File: src/rtl/la_dmux_sched_pkg.sv
// la_dmux_sched_pkg: index helpers shared by the scheduler and its picker
package la_dmux_sched_pkg;
   function automatic int wrap_add(input int a, input int b, input int n);
      return (a + b >= n) ? a + b - n : a + b;
   endfunction
endpackage

File: src/rtl/la_dmux_sched_rrpick.sv
// la_rrpick: combinational rotate-priority picker, first set req at or above ptr (mod N)
module la_rrpick
   import la_dmux_sched_pkg::*;
#(
   parameter int    N    = 4,
   parameter string PROP = "DEFAULT"
) (
   input  logic [N-1:0]         req,
   input  logic [$clog2(N)-1:0] ptr,
   output logic [N-1:0]         gnt,
   output logic                 any
);
   assign any = |req;
   if (PROP == "DEFAULT") begin : g_scan
      logic found;
      always_comb begin
         gnt   = '0;
         found = 1'b0;
         for (int i = 0; i < N; i++)
            for (int j = 0; j < N; j++)
               if (!found && req[j] && j == wrap_add(int'(ptr), i, N)) begin
                  gnt[j] = 1'b1;
                  found  = 1'b1;
               end
      end
   end else begin : g_rot
      // rotate req down by ptr, isolate lowest set bit, rotate back up
      logic [2*N-1:0] dbl, back;
      logic [N-1:0]   low;
      assign dbl  = {req, req} >> ptr;
      assign low  = dbl[N-1:0] & (~dbl[N-1:0] + 1'b1);
      assign back = {low, low} << ptr;
      assign gnt  = back[2*N-1:N];
   end
endmodule

File: src/rtl/la_dmux_sched.sv
// la_dmux_sched: round-robin one-hot select scheduler for a shared dmux with optional packet lock
module la_dmux_sched
   import la_dmux_sched_pkg::*;
#(
   parameter int    N    = 4,
   parameter int    HOLD = 1,
   parameter string PROP = "DEFAULT"
) (
   input  logic         clk,
   input  logic         reset,
   input  logic [N-1:0] req,
   input  logic [N-1:0] last,
   output logic [N-1:0] in_ready,
   output logic [N-1:0] sel,
   output logic         out_valid,
   input  logic         out_ready,
   output logic         busy
);
   localparam int   PW    = $clog2(N);
   localparam logic IDLE  = 1'b0;
   localparam logic GRANT = 1'b1;
   logic          state_q, state_d;
   logic [N-1:0]  sel_q, sel_d, gnt;
   logic [PW-1:0] ptr_q, ptr_d, nxt_ptr;
   logic          any, xfer, rel, upd;
   la_rrpick #(.N(N), .PROP(PROP)) u_pick (
      .req(req),
      .ptr(ptr_d),
      .gnt(gnt),
      .any(any)
   );
   always_comb begin
      nxt_ptr = '0;
      for (int i = 0; i < N; i++)
         if (sel_q[i]) nxt_ptr = PW'(wrap_add(i, 1, N));
   end
   assign out_valid = |(sel_q & req);
   assign in_ready  = sel_q & {N{out_ready}};
   assign xfer      = out_valid & out_ready;
   assign rel       = (state_q == GRANT) & xfer & ((|(sel_q & last)) | (HOLD == 0));
   assign upd       = (state_q == IDLE) | rel;
   // release rotates the pointer first so the same-cycle re-arbitration sees g as lowest priority
   always_comb begin
      ptr_d   = rel ? nxt_ptr : ptr_q;
      state_d = upd ? (any ? GRANT : IDLE) : state_q;
      sel_d   = upd ? gnt : sel_q;
   end
   always_ff @(posedge clk or posedge reset) begin
      if (reset) begin
         state_q <= IDLE;
         sel_q   <= '0;
         ptr_q   <= '0;
      end else begin
         state_q <= state_d;
         sel_q   <= sel_d;
         ptr_q   <= ptr_d;
      end
   end
   assign sel  = sel_q;
   assign busy = (state_q == GRANT);
endmodule
File: config.mk
export PLATFORM = sky130hd
export DESIGN_NAME = la_dmux_sched
export DESIGN_NICKNAME = d
export VERILOG_FILES = /design/src/rtl/la_dmux_sched_pkg.sv /design/src/rtl/la_dmux_sched_rrpick.sv /design/src/rtl/la_dmux_sched.sv
export SDC_FILE = /design/constraint.sdc
export NUM_CORES = 1
export LEC_CHECK = 0
export ABC_AREA = 0
export BUFFER_PORTS_ARGS = -buffer_cell sky130_fd_sc_hd__buf_2
export CELL_PAD_IN_SITES_DETAIL_PLACEMENT = 1
export CELL_PAD_IN_SITES_GLOBAL_PLACEMENT = 1
export CORE_MARGIN = 8
export CORE_UTILIZATION = 36
export DETAILED_ROUTE_END_ITERATION = 8
export GPL_ROUTABILITY_DRIVEN = 0
export HOLD_SLACK_MARGIN = 0.08
export PLACE_DENSITY_LB_ADDON = 0.1
export SETUP_SLACK_MARGIN = 0.02
export SYNTH_ARGS = -nofsm -noshare
export SYNTH_HDL_FRONTEND = slang
export SYNTH_SLANG_ARGS = --single-unit
File: constraint.sdc
create_clock -name clk -period 3.2 [get_ports clk]
set_input_delay 0.64 -clock clk [delete_from_list [all_inputs] [get_ports clk]]
set_output_delay 0.64 -clock clk [all_outputs]
set_load 0.02 [all_outputs]
Word level (Yosys, flattened, before mapping)

Cells that the tools add are included.

Add/subtract/negate cells: 7
$lt $le $gt $ge: 4
Equal/unequal tests: 12
Mux-type cells: 40
Bitwise gates (word level): 8
Reductions and logical operators: 53

Operator list:

| operator              | number |
|---|---|
| $eq 3x32->1 const A   | 8 |
| $eq 2x32->1 const A   | 4 |
| $logic_not 32->1      | 4 |
| $mux 32               | 4 |
| $ge 32x4->1 const B   | 3 |
| $sub 32x4->32 const B | 3 |
| $mux 1                | 32 |
| $logic_and 1x1->1     | 31 |
| $logic_not 1->1       | 15 |
| $and 4x4->4           | 3 |
| $reduce_or 4->1       | 3 |
| $mux 2                | 4 |
| $add 2x2->3 const B   | 2 |
| $sub 2x3->4 const B   | 1 |
| $add 2x1->3 const B   | 1 |
| $and 1x1->1           | 3 |
| $ge 2x3->1 const B    | 1 |
| $not 1->1             | 1 |
| $or 1x1->1            | 1 |

Register bits after elaboration: 7
Output and inout port bits: 10
Logic and storage cells: 127

Logic depth before layout (Yosys ltp)

Gate-level depths: netlist of run 1.

Depth after elaboration: 71
Gate-level depth with buffers: 8
Gate-level depth less buffers: 6

By module

From an unflattened synthesis of run 1, not the netlist that was laid out.

Cells, all modules: 49
Area total of the unflattened synthesis: 476.7 um^2

By module, submodules not included:

| module        | instances | cells an instance | area each (um^2) | sequential area each (um^2) |
|---|---|---|---|---|
| la_dmux_sched | 1         | 32                | 375.4            | 175.2 |
| la_rrpick     | 1         | 17                | 101.3            | 0.0 |

Least setup slack after synthesis of run 1

Ideal clock, no wire load.

Kind: input -> register
Start: input last[0]
End: register sel_q[0] (netlist: sel[0])
Setup time: 125 ps
Data arrival time: 1766 ps
Data required time: 3075 ps
Setup slack: 1309 ps
Stages on the path: 7
Buffers on the path: 1
Cells stage by stage: a22oi_1 a221oi_2 nand2_2 buf_6 mux2_4 a31oi_1 o21ai_1

Longest elaborated chain between the ends: 57

RTL lines:

| item                                      | line                       | text |
|---|---|---|
| start: declaration                        | la_dmux_sched.sv:12        | `input logic [N-1:0] last,` |
| $and 4x4->4 *                             | la_dmux_sched.sv:40        | `assign rel = (state_q == GRANT) & xfer & ((\|(sel_q & last)) \| (HOLD == 0));` |
| $reduce_or 4->1 *                         | la_dmux_sched.sv:40        |  |
| $and 1x1->1 *                             | la_dmux_sched.sv:40        |  |
| $mux 2                                    | la_dmux_sched.sv:44        | `ptr_d = rel ? nxt_ptr : ptr_q;` |
| $sub 2x3->4 or $ge 2x3->1 (tied branches) | la_dmux_sched_pkg.sv:4     | `return (a + b >= n) ? a + b - n : a + b;` |
| $mux 32                                   | la_dmux_sched_pkg.sv:4     |  |
| $logic_not 32->1                          | la_dmux_sched_rrpick.sv:21 | `if (!found && req[j] && j == wrap_add(int'(ptr), i, N)) begin` |
| $logic_and 1x1->1                         | la_dmux_sched_rrpick.sv:21 |  |
| [38 not listed]                           | n/a                        |  |
| $logic_and 1x1->1 (2 in series)           | la_dmux_sched_rrpick.sv:21 |  |
| $mux 1                                    | la_dmux_sched_rrpick.sv:21 |  |
| $logic_not 1->1                           | la_dmux_sched_rrpick.sv:21 |  |
| $logic_and 1x1->1 (2 in series)           | la_dmux_sched_rrpick.sv:21 |  |
| $mux 1                                    | la_dmux_sched_rrpick.sv:21 |  |
| $logic_not 1->1                           | la_dmux_sched_rrpick.sv:21 |  |
| $logic_and 1x1->1 (2 in series)           | la_dmux_sched_rrpick.sv:21 |  |
| $mux 1                                    | la_dmux_sched_rrpick.sv:21 |  |
| end signal: assignment                    | la_dmux_sched.sv:55        | `sel_q <= sel_d;` |
| end: declaration                          | la_dmux_sched.sv:23        | `logic [N-1:0] sel_q, sel_d, gnt;` |

Every way passes the cells marked *; elsewhere a longest branch is shown, timed or not.
A chain may end at the register's enable or synchronous reset.

Worst setup path after layout of run 1

Start: register sel_q[3] (netlist: sel[3])
End: register sel_q[3] (netlist: sel[3])

Longest elaborated chain between the ends: 71

RTL lines:

| item                                      | line                       | text |
|---|---|---|
| $and 4x4->4                               | la_dmux_sched.sv:37        | `assign out_valid = \|(sel_q & req);` |
| $reduce_or 4->1                           | la_dmux_sched.sv:37        |  |
| $and 1x1->1                               | la_dmux_sched.sv:39        | `assign xfer = out_valid & out_ready;` |
| $and 1x1->1 (2 in series)                 | la_dmux_sched.sv:40        |  |
| $mux 2 *                                  | la_dmux_sched.sv:44        |  |
| via ptr_d[1]                              | la_dmux_sched.sv:24        | `logic [PW-1:0] ptr_q, ptr_d, nxt_ptr;` |
| $sub 2x3->4 or $ge 2x3->1 (tied branches) | la_dmux_sched_pkg.sv:4     |  |
| $mux 32                                   | la_dmux_sched_pkg.sv:4     |  |
| [52 not listed]                           | n/a                        |  |
| $logic_and 1x1->1 (2 in series)           | la_dmux_sched_rrpick.sv:21 |  |
| $mux 1                                    | la_dmux_sched_rrpick.sv:21 |  |
| $logic_not 1->1                           | la_dmux_sched_rrpick.sv:21 |  |
| $logic_and 1x1->1 (2 in series)           | la_dmux_sched_rrpick.sv:21 |  |
| $mux 1                                    | la_dmux_sched_rrpick.sv:21 |  |
| $logic_not 1->1                           | la_dmux_sched_rrpick.sv:21 |  |
| $logic_and 1x1->1 (2 in series)           | la_dmux_sched_rrpick.sv:21 |  |
| $mux 1 *                                  | la_dmux_sched_rrpick.sv:21 |  |

Mark *: on every way through the listed nets, which the timed path passes. The rest lies on a longest branch.

==> run summary, run 1 <==
Finished Core Util -> 0.439
Final Hold Viols -> 0
Worst-margin pin slew -> 400 ps
Status -> complete, no violations
Port Buffers -> 20
Root Buffer -> clkbuf_4
Synth Warn # -> 0
R2R Setup Slk -> 1180 ps
DR DRC count -> 0
Worst EP arrival -> 2150 ps
Synth Instances -> 82
Top-count cell post-synth -> nor2_1
Synth top cells by count -> nor2_1, a21oi_1, inv_1, dfrtp_1, nand2_1
Vias per Instance -> 5.69
CTS tree -> built
Slew margin rel. -> 0.733
Post-Syn Area per Cell -> 7.63 um2
Initial antenna violation count -> 0
Leakage -> 0.369 nW
Number of global-route vias before repair -> 703
Fill cells -> 230
WL final -> 1930 um
Initial drt markers -> 9
Row count -> 15
Core ar. -> 0.00169 mm2
Setup TNS -> 0 ps
Grt ovf -> 0
Area grow syn2layout -> 18.6%
Yosys top cell by area -> dfrtp_1
Count of final setup violators -> 0
Number of diodes -> 0
Fraction of layout cells with a size suffix above 1 -> 0.307
Yosys top cell area share -> 0.280
Setup CP Type -> reg2reg
Starting Density -> 0.370
Clock Sinks -> 7
Max-cap violations -> 0
Setup crit start kind -> register
Hold crit path type -> in2async
Post-CTS sizing -> 0
Die W -> 57.7 um
Max-slew violations -> 0
R2R depth -> 6
Final period util -> 0.632
Insertion delay to the later sink of the worst-skew pair -> 250 ps
GRT Overall Usage -> 0.125
Skew final -> 1.58 ps
Max VDD drop -> 0.327 mV
Post-DP HPWL -> 1510 um
H-tree Lvls -> 1
Total CTS buffers -> 3
Max Root-Sink Buffers -> 2
#FFs+latches synth -> 7
Mapped Nets -> 93
Die height -> 57.7 um
Register area share after synthesis -> 0.280
Post-synth EDFFs -> 0
F_max -> 494 MHz
Main synth FF type -> dfrtp_1
# hold bufs at CTS -> 0
Clock transition at path regs -> 50 ps
DRT Pass-1 Iters -> 4
I/O pin cnt -> 21
CP Max Fanout -> 11
DR WL/cell -> 16.3 um
WP data required -> 3330 ps
Nets -> 113
Mapped Area -> 626 um2
Pin count of the biggest net entering global routing -> 12
Critical Path End Type -> register
DIE AREA -> 0.00333 mm2
Vias -> 671
Period minus WS final -> 2020 ps
Unrepaired setup endpoints after global routing -> no
Antenna viol nets, final -> 0
Reg2reg start -> sel[3]$_DFFE_PP0P_
First-pass GRT wire length -> 3300 um
Largest cells by area after synthesis -> dfrtp_1, nor2_1, a21oi_1, inv_1, a22oi_1
Post-CTS setup buffers -> 0
Power density cells -> 798 mW/mm2
FFs w/ async S/R, synth -> 1.00
Distinct cells, synth -> 34
FF-to-FF End -> sel[3]$_DFFE_PP0P_
-- layer usage --
| metal | GRT usage | part of all wire | up-vias |
|---|---|---|---|
| li1 | - | - | 329 |
| met1 | 0.145 | 0.46 | 319 |
| met5 | 0 | 0 | - |
| met2 | 0.206 | 0.46 | 21 |
| met3 | 0.0552 | 0.077 | 2 |
| met4 | 0.0315 | 0.0062 | 0 |
-- final cells by class --
class	count	area, um2	share of cell area
Tap cell	17	21.3	0.0287
Multi-Input combinational cell	62	389	0.524
Inverter	8	30.0	0.0405
Sequential cell	7	175	0.236
Clock buffer	4	26.3	0.0354
Timing Repair Buffer	20	100	0.135
-- how the worst max path moves through the flow --
stage,start,to,slack [ps],depth (start not counted)
after global routing,sel[3]$_DFFE_PP0P_,sel[3]$_DFFE_PP0P_,1070,6
final,sel[3]$_DFFE_PP0P_,sel[3]$_DFFE_PP0P_,1180,6
after detailed placement,req[0],sel[3]$_DFFE_PP0P_,960,7
after CTS,sel[3]$_DFFE_PP0P_,sel[3]$_DFFE_PP0P_,1190,6
after global placement,req[0],sel[3]$_DFFE_PP0P_,1010,7
after floorplan,last[0],sel[0]$_DFFE_PP0P_,1310,7
-- registers in the layout (all words and copies together) (netlist names) --
| signal | cells |
|---|---|
| sel | 4 |
| busy | 1 |
| ptr_q | 2 |
-- cell families after synthesis --
| kind of cell | after synthesis | share of synthesized area |
|---|---|---|
| AOI/OAI and AO/OA | 29 | 0.332 |
| buffers and inverters | 13 | 0.0980 |
| muxes | 4 | 0.0740 |
| DFF | 7 | 0.280 |
| and+or+nand+nor | 29 | 0.216 |
-- where the power goes --
| part | leakage [nW] | internal [mW] | total, mW | switching, mW |
|---|---|---|---|---|
| combinational | 0.268 | 0.142 | 0.336 | 0.194 |
| sequential | 0.0857 | 0.118 | 0.178 | 0.0598 |
| clock | 0.0150 | 0.0474 | 0.0778 | 0.0303 |
| total | 0.369 | 0.308 | 0.592 | 0.285 |
-- per-stage QoR --
step / instance area (um2) / setup slack, ps / std cells / total power, mW / hold slack (ps)
6_report: 742 / 1180 / 118 / 0.592 / 304
5_1_grt: 742 / 1070 / 118 / 0.648 / 319
4_1_cts: 742 / 1190 / 118 / 0.598 / 304
3_5_place_dp: 716 / 960 / 114 / 0.517 / 575
3_3_place_gp: 716 / 1010 / 114 / 0.514 / 571
2_1_floorplan: 626 / 1310 / 82 / 0.423 / 443
-- critical path: stages (launching register included) --
cell	delay [ps]
dfrtp_1	570
a22oi_2	160
a221oi_2	310
nand2_2	220
mux2_2	340
o21a_1	170
a2bb2oi_1	140
-- cell usage in the layout (no fill, tap or decap), types with 2 or more instances in the layout --
master / n
and2_1: 2
buf_2: 20
a22oi_1: 3
inv_1: 8
o21a_1: 3
a21oi_1: 9
dfrtp_1: 7
clkbuf_4: 3
mux2i_1: 2
a2bb2oi_1: 2
o32ai_1: 2
nand2_1: 6
nor2_1: 13
o21ai_0: 2
(Power assumes the default switching activity.)
==> run 2, diff against run 1 <==
- CORE_UTILIZATION: 36 -> 34
- clock period: 3.2 -> 1.9 ns (I/O delays scaled with it)
==> run 2 against run 1 <==
Net effect:
- die area grew 4.2%
- sequential power is 69% higher
- worst setup slack worse by 1200 ps
- combinational power rose by 110%
- design area rose by 18%
- critical endpoint unchanged
==> run summary, run 2 (same netlist as run 1, synthesis figures left out) <==
Worst EP arrival -> 2010 ps (-140 ps)
Vias -> 771 (+15%)
Final period util -> 0.987 (+0.355)
Area post-placement -> 801 um2 (+12%)
WP data required -> 2030 ps (-1300 ps)
Grt ovf -> 0 (unchanged)
Period minus WS final -> 1880 ps (-147 ps)
Most frequent cells in the layout -> buf_2, nor2_1, buf_4
Die height -> 58.9 um (+2.1%)
Slowest stage delay, CP -> 420 ps (-150 ps)
Number of diodes -> 0 (unchanged)
DR WL/cell -> 16.7 um (+2.4%)
Hold Slack -> 538 ps (+233 ps)
Largest register FFs -> 4 (unchanged)
Nets -> 127 (+12%)
Post-DP HPWL -> 1770 um (+17%)
Pin count of the biggest net entering global routing -> 11 (-1)
Crit-path cells -> a22oi_1 > a221oi_2 > nand2_2 > mux2_4 > o21a_1 > a2bb2oi_1
F_max -> 533 MHz (+7.8%)
Status -> complete, no violations
WL final -> 2340 um (+21%)
Insertion delay to the later sink of the worst-skew pair -> 250 ps (about the same)
Port Buffers -> 20 (unchanged)
CP Max Fanout -> 5 (-6)
Buf+Inv Stages, Crit Path -> 0 (unchanged)
DR DRC count -> 0 (unchanged)
Area grow syn2layout -> 40.0%
Power density cells -> 1290 mW/mm2 (+62%)
Max-slew violations -> 0 (unchanged)
Core ar. -> 0.00173 mm2 (+2.2%)
Setup crit start kind -> register
Root Buffer -> clkbuf_4
Max-cap violations -> 0 (unchanged)
Fraction of layout cells with a size suffix above 1 -> 0.417 (+0.110)
Hold crit path type -> in2reg
CTS tree -> built
Max Root-Sink Buffers -> 2 (unchanged)
Slew margin rel. -> 0.780 (+0.0469)
CP max-delay cell -> dfrtp_1
Setup TNS -> 0 ps (unchanged)
Count of final setup violators -> 0 (unchanged)
Design Area, Final -> 876 um2 (+18%)
Max VDD drop -> 0.461 mV (+41%)
Initial antenna violation count -> 0 (unchanged)
DRT Pass-1 Iters -> 4 (unchanged)
Fill cells -> 231 (+0.43%)
Commonest non-fill, non-tap cell in the layout -> buf_2
Leakage -> 0.434 nW (+18%)
Starting Density -> 0.362 (-0.00805)
I/O pin cnt -> 21 (unchanged)
Die W -> 58.9 um (+2.1%)
GRT Overall Usage -> 0.137 (+0.0113)
Initial drt markers -> 22 (+13)
Total CTS buffers -> 3 (unchanged)
Final Hold Viols -> 0 (unchanged)
Worst-margin pin slew -> 327 ps (-73.1 ps)
Clock Sinks -> 7 (unchanged)
Antenna viol nets, final -> 0 (unchanged)
Top delay family on crit path -> compound AO/OA/AOI/OAI gates
Row count -> 15 (unchanged)
First-pass GRT wire length -> 3700 um (+12%)
Critical Path End Type -> register
Setup CP Type -> reg2reg
Unrepaired setup endpoints after global routing -> yes
Number of global-route vias before repair -> 761 (+8.3%)
Skew final -> 0.567 ps (-1.02 ps)
Vias per Instance -> 5.51 (-3.2%)
Clock transition at path regs -> 50 ps (about the same)
DIE AREA -> 0.00347 mm2 (+4.2%)
H-tree Lvls -> 1 (unchanged)
-- run 2: cell count changes in the layout (fill, tap and decap cells not counted), sizes merged --
cell | before | now
buf | 20 | 32
dlygate4sd3 | 0 | 1
nand2 | 7 | 8
-- run 2: repair_timing --
action / 4_1_cts / 5_1_grt
gates cloned: 0 / 1
pin swaps: 0 / 1
hold buffers: 1 / 0
setup buffers: 0 / 2
endpoints found under the hold margin: 7 / 0
endpoints found under the setup margin: 2 / 3
gates resized for setup: 2 / 4
-- run 2: worst register-to-register path: stages, from the launching register on --
cell	delay, ps
dfrtp_1	420
a22oi_1	150
a221oi_2	360
nand2_2	180
mux2_4	330
o21a_1	170
a2bb2oi_1	140
-- run 2: report_power, final --
part / internal [mW] / leakage (nW) / total, mW / switching, mW
clock: 0.0803 / 0.0150 / 0.138 / 0.0578
sequential: 0.202 / 0.0828 / 0.300 / 0.0982
combinational: 0.318 / 0.337 / 0.695 / 0.376
-- run 2: path summary, 6_finish.rpt --
| kind | depth (start not counted) | slack [ps] | startpoint | to |
|---|---|---|---|---|
| max | 6 | 20 | sel[1]$_DFFE_PP0P_ | sel[3]$_DFFE_PP0P_ |
| min | 4 | 540 | req[0] | busy$_DFFE_PP0P_ |
| max reg2reg | 6 | 20 | sel[1]$_DFFE_PP0P_ | sel[3]$_DFFE_PP0P_ |
| min reg2reg | 2 | 690 | sel[2]$_DFFE_PP0P_ | sel[2]$_DFFE_PP0P_ |
| max in group asynchronous | 3 | 1080 | reset | sel[3]$_DFFE_PP0P_ |
| min in group asynchronous | 3 | 600 | reset | busy$_DFFE_PP0P_ |
-- run 2: area by class of cell --
| type | count | area (um2) | share of cell area |
|---|---|---|---|
| multi-input cells | 63 | 410 | 0.469 |
| repair buffers | 33 | 200 | 0.229 |
| flip-flops and latches | 7 | 178 | 0.203 |
| well taps | 25 | 31.3 | 0.0357 |
| inverters | 8 | 30.0 | 0.0343 |
| clock buffers | 4 | 26.3 | 0.0300 |
-- run 2: through the flow --
stage                     setup slack, ps  instances  total power [mW]   util
after floorplan                      51.5         82             0.712      -
after global placement               64.8        132             0.926  0.464
after detailed placement            -29.2        132             0.937  0.464
after CTS                            28.9        137              1.09  0.486
after global routing                -16.1        140              1.22  0.507
final                                23.8        140              1.13  0.507
-- run 2: per-layer routing --
| metal | up-vias | wire length, um | track usage |
|---|---|---|---|
| met5 | - | 0 | 0 |
| met4 | 0 | 39 | 0.0614 |
| met3 | 6 | 154 | 0.0283 |
| met2 | 30 | 1100 | 0.217 |
| met1 | 377 | 1050 | 0.172 |
| li1 | 358 | - | - |
==> run 3, diff against run 2 <==
- PLACE_DENSITY: default -> 0.8
- PLACE_DENSITY_LB_ADDON: 0.1 -> default
==> run 3 against run 2 <==
Net effect:
- via count decreased by 4.0%
- global-route usage decreased by 0.25 points
- wire length decreased by 7.0%
- critical endpoint unchanged
- largest cell class unchanged
- largest power group unchanged
==> run summary, run 3 (same netlist as run 1, synthesis figures left out) <==
Critical Path End Type -> register
Max VDD drop -> 0.630 mV (+37%)
DR WL/cell -> 15.7 um (-6.3%)
Starting Density -> 0.362 (unchanged)
Hold path endpoint -> busy$_DFFE_PP0P_
Fill cells -> 237 (+2.6%)
Power density cells -> 1290 mW/mm2 (-0.19%)
I/O pin cnt -> 21 (unchanged)
Row count -> 15 (unchanged)
Worst-margin pin slew -> 330 ps (+3.54 ps)
Max Root-Sink Buffers -> 2 (unchanged)
CP Max Fanout -> 5 (unchanged)
GRT Overall Usage -> 0.134 (-0.00246)
Post-DP HPWL -> 1790 um (+1.3%)
Hold path cells -> 4 (unchanged)
Leakage -> 0.431 nW (-0.72%)
Final Hold Viols -> 0 (unchanged)
Grt ovf -> 0 (unchanged)
Vias per Instance -> 5.32 (-3.3%)
Worst EP arrival -> 1880 ps (-130 ps)
DIE AREA -> 0.00347 mm2 (unchanged)
Clock transition at path regs -> 50 ps (about the same)
Setup TNS -> 0 ps (unchanged)
Initial drt markers -> 15 (-32%)
Core ar. -> 0.00173 mm2 (unchanged)
Reg2reg start -> sel[3]$_DFFE_PP0P_
Final period util -> 0.925 (-0.0628)
Unrepaired setup endpoints after global routing -> no
Fraction of layout cells with a size suffix above 1 -> 0.395 (-0.0227)
Slew margin rel. -> 0.773 (-0.00680)
Commonest non-fill, non-tap cell in the layout -> buf_2
Seq. cell area -> 176 um2 (-0.70%)
Area grow syn2layout -> 37.2%
WP data required -> 2030 ps (about the same)
Port Buffers -> 20 (unchanged)
Max-cap violations -> 0 (unchanged)
Multi-input logic area -> 394 um2 (-4.0%)
Final WS setup -> 143 ps (+119 ps)
Total CTS buffers -> 3 (unchanged)
Max-slew violations -> 0 (unchanged)
F_max -> 569 MHz (+6.8%)
Status -> complete, no violations
Post-CTS setup buffers -> 0 (unchanged)
Number of global-route vias before repair -> 766 (+0.66%)
Setup crit start kind -> register
Count of final setup violators -> 0 (unchanged)
First-pass GRT wire length -> 3620 um (-2.1%)
Hold crit path type -> in2reg
Nets -> 126 (-0.79%)
H-tree Lvls -> 1 (unchanged)
WL final -> 2180 um (-7.0%)
Antenna viol nets, final -> 0 (unchanged)
Most frequent cells in the layout -> buf_2, nor2_1, buf_4
Hold Slack -> 527 ps (-10.5 ps)
Die W -> 58.9 um (unchanged)
Pre-CTS setup slack -> 70.3 ps (+99.5 ps)
Setup CP Type -> reg2reg
FF-to-FF End -> sel[3]$_DFFE_PP0P_
Period minus WS final -> 1760 ps (-119 ps)
R2R depth -> 6 (unchanged)
Root Buffer -> clkbuf_4
Insertion delay to the later sink of the worst-skew pair -> 250 ps (about the same)
Skew final -> 0.646 ps (+0.0785 ps)
DRT Pass-1 Iters -> 6 (+2)
Clock Sinks -> 7 (unchanged)
Pin count of the biggest net entering global routing -> 11 (unchanged)
Vias -> 740 (-4.0%)
Largest register FFs -> 4 (unchanged)
CTS tree -> built
HP Start -> req[0]
R2R Setup Slk -> 140 ps (+120 ps)
DR DRC count -> 0 (unchanged)
Initial antenna violation count -> 0 (unchanged)
Number of diodes -> 0 (unchanged)
Die height -> 58.9 um (unchanged)
run 3: cell count changes in the layout (fill, tap and decap cells not counted), sizes merged:
cell	previous run	this run
nand2	8	7
run 3: how the worst max path moves through the flow:
stage	from	to	slack [ps]	cells past startpoint
after floorplan	sel[3]$_DFFE_PP0P_	sel[0]$_DFFE_PP0P_	50	8
after global placement	req[1]	sel[3]$_DFFE_PP0P_	110	7
after detailed placement	req[1]	sel[3]$_DFFE_PP0P_	70	7
after CTS	sel[2]$_DFFE_PP0P_	sel[0]$_DFFE_PP0P_	20	7
after global routing	sel[0]$_DFFE_PP0P_	sel[0]$_DFFE_PP0P_	30	7
final	sel[3]$_DFFE_PP0P_	sel[3]$_DFFE_PP0P_	140	6
run 3: metal layers:
metal  routed length, um  GRT usage  vias to the layer above
met4                  12     0.0375                        0
li1                    -          -                      355
met1                 947      0.157                      348
met5                   0          0                        -
met3                 172     0.0326                        2
met2                1040      0.234                       35
run 3: critical path, stage by stage (launching register included):
cell,delay (ps)
dfrtp_1,430
a22oi_2,120
a221oi_2,290
nand2_2,160
mux2_2,310
o21a_1,170
a2bb2oi_1,140
run 3: layout make-up:
class	count	share of cell area
Multi-Input combinational cell	62	0.459
Timing Repair Buffer	33	0.233
Sequential cell	7	0.206
Tap cell	25	0.0364
Inverter	8	0.0350
Clock buffer	4	0.0306
run 3: power breakdown:
part,internal (mW),total [mW],switching (mW)
Clock,0.0802,0.137,0.0564
Sequential,0.202,0.278,0.0760
Combinational,0.311,0.694,0.383
run 3: per-stage QoR:
step | area [um2] | std cells | total power [mW] | util
floorplan | 626 | 82 | 0.712 | -
global placement | 816 | 134 | 0.937 | 0.472
detailed placement | 816 | 134 | 0.958 | 0.472
CTS | 852 | 139 | 1.10 | 0.493
global route | 858 | 139 | 1.20 | 0.497
finish | 858 | 139 | 1.11 | 0.497
run 3: repair_timing:
item                                    4_1_cts  5_1_grt
resized for setup                             0        2
endpoints found under the setup margin        0        3
hold buffers                                  1        0
endpoints found under the hold margin         7        0
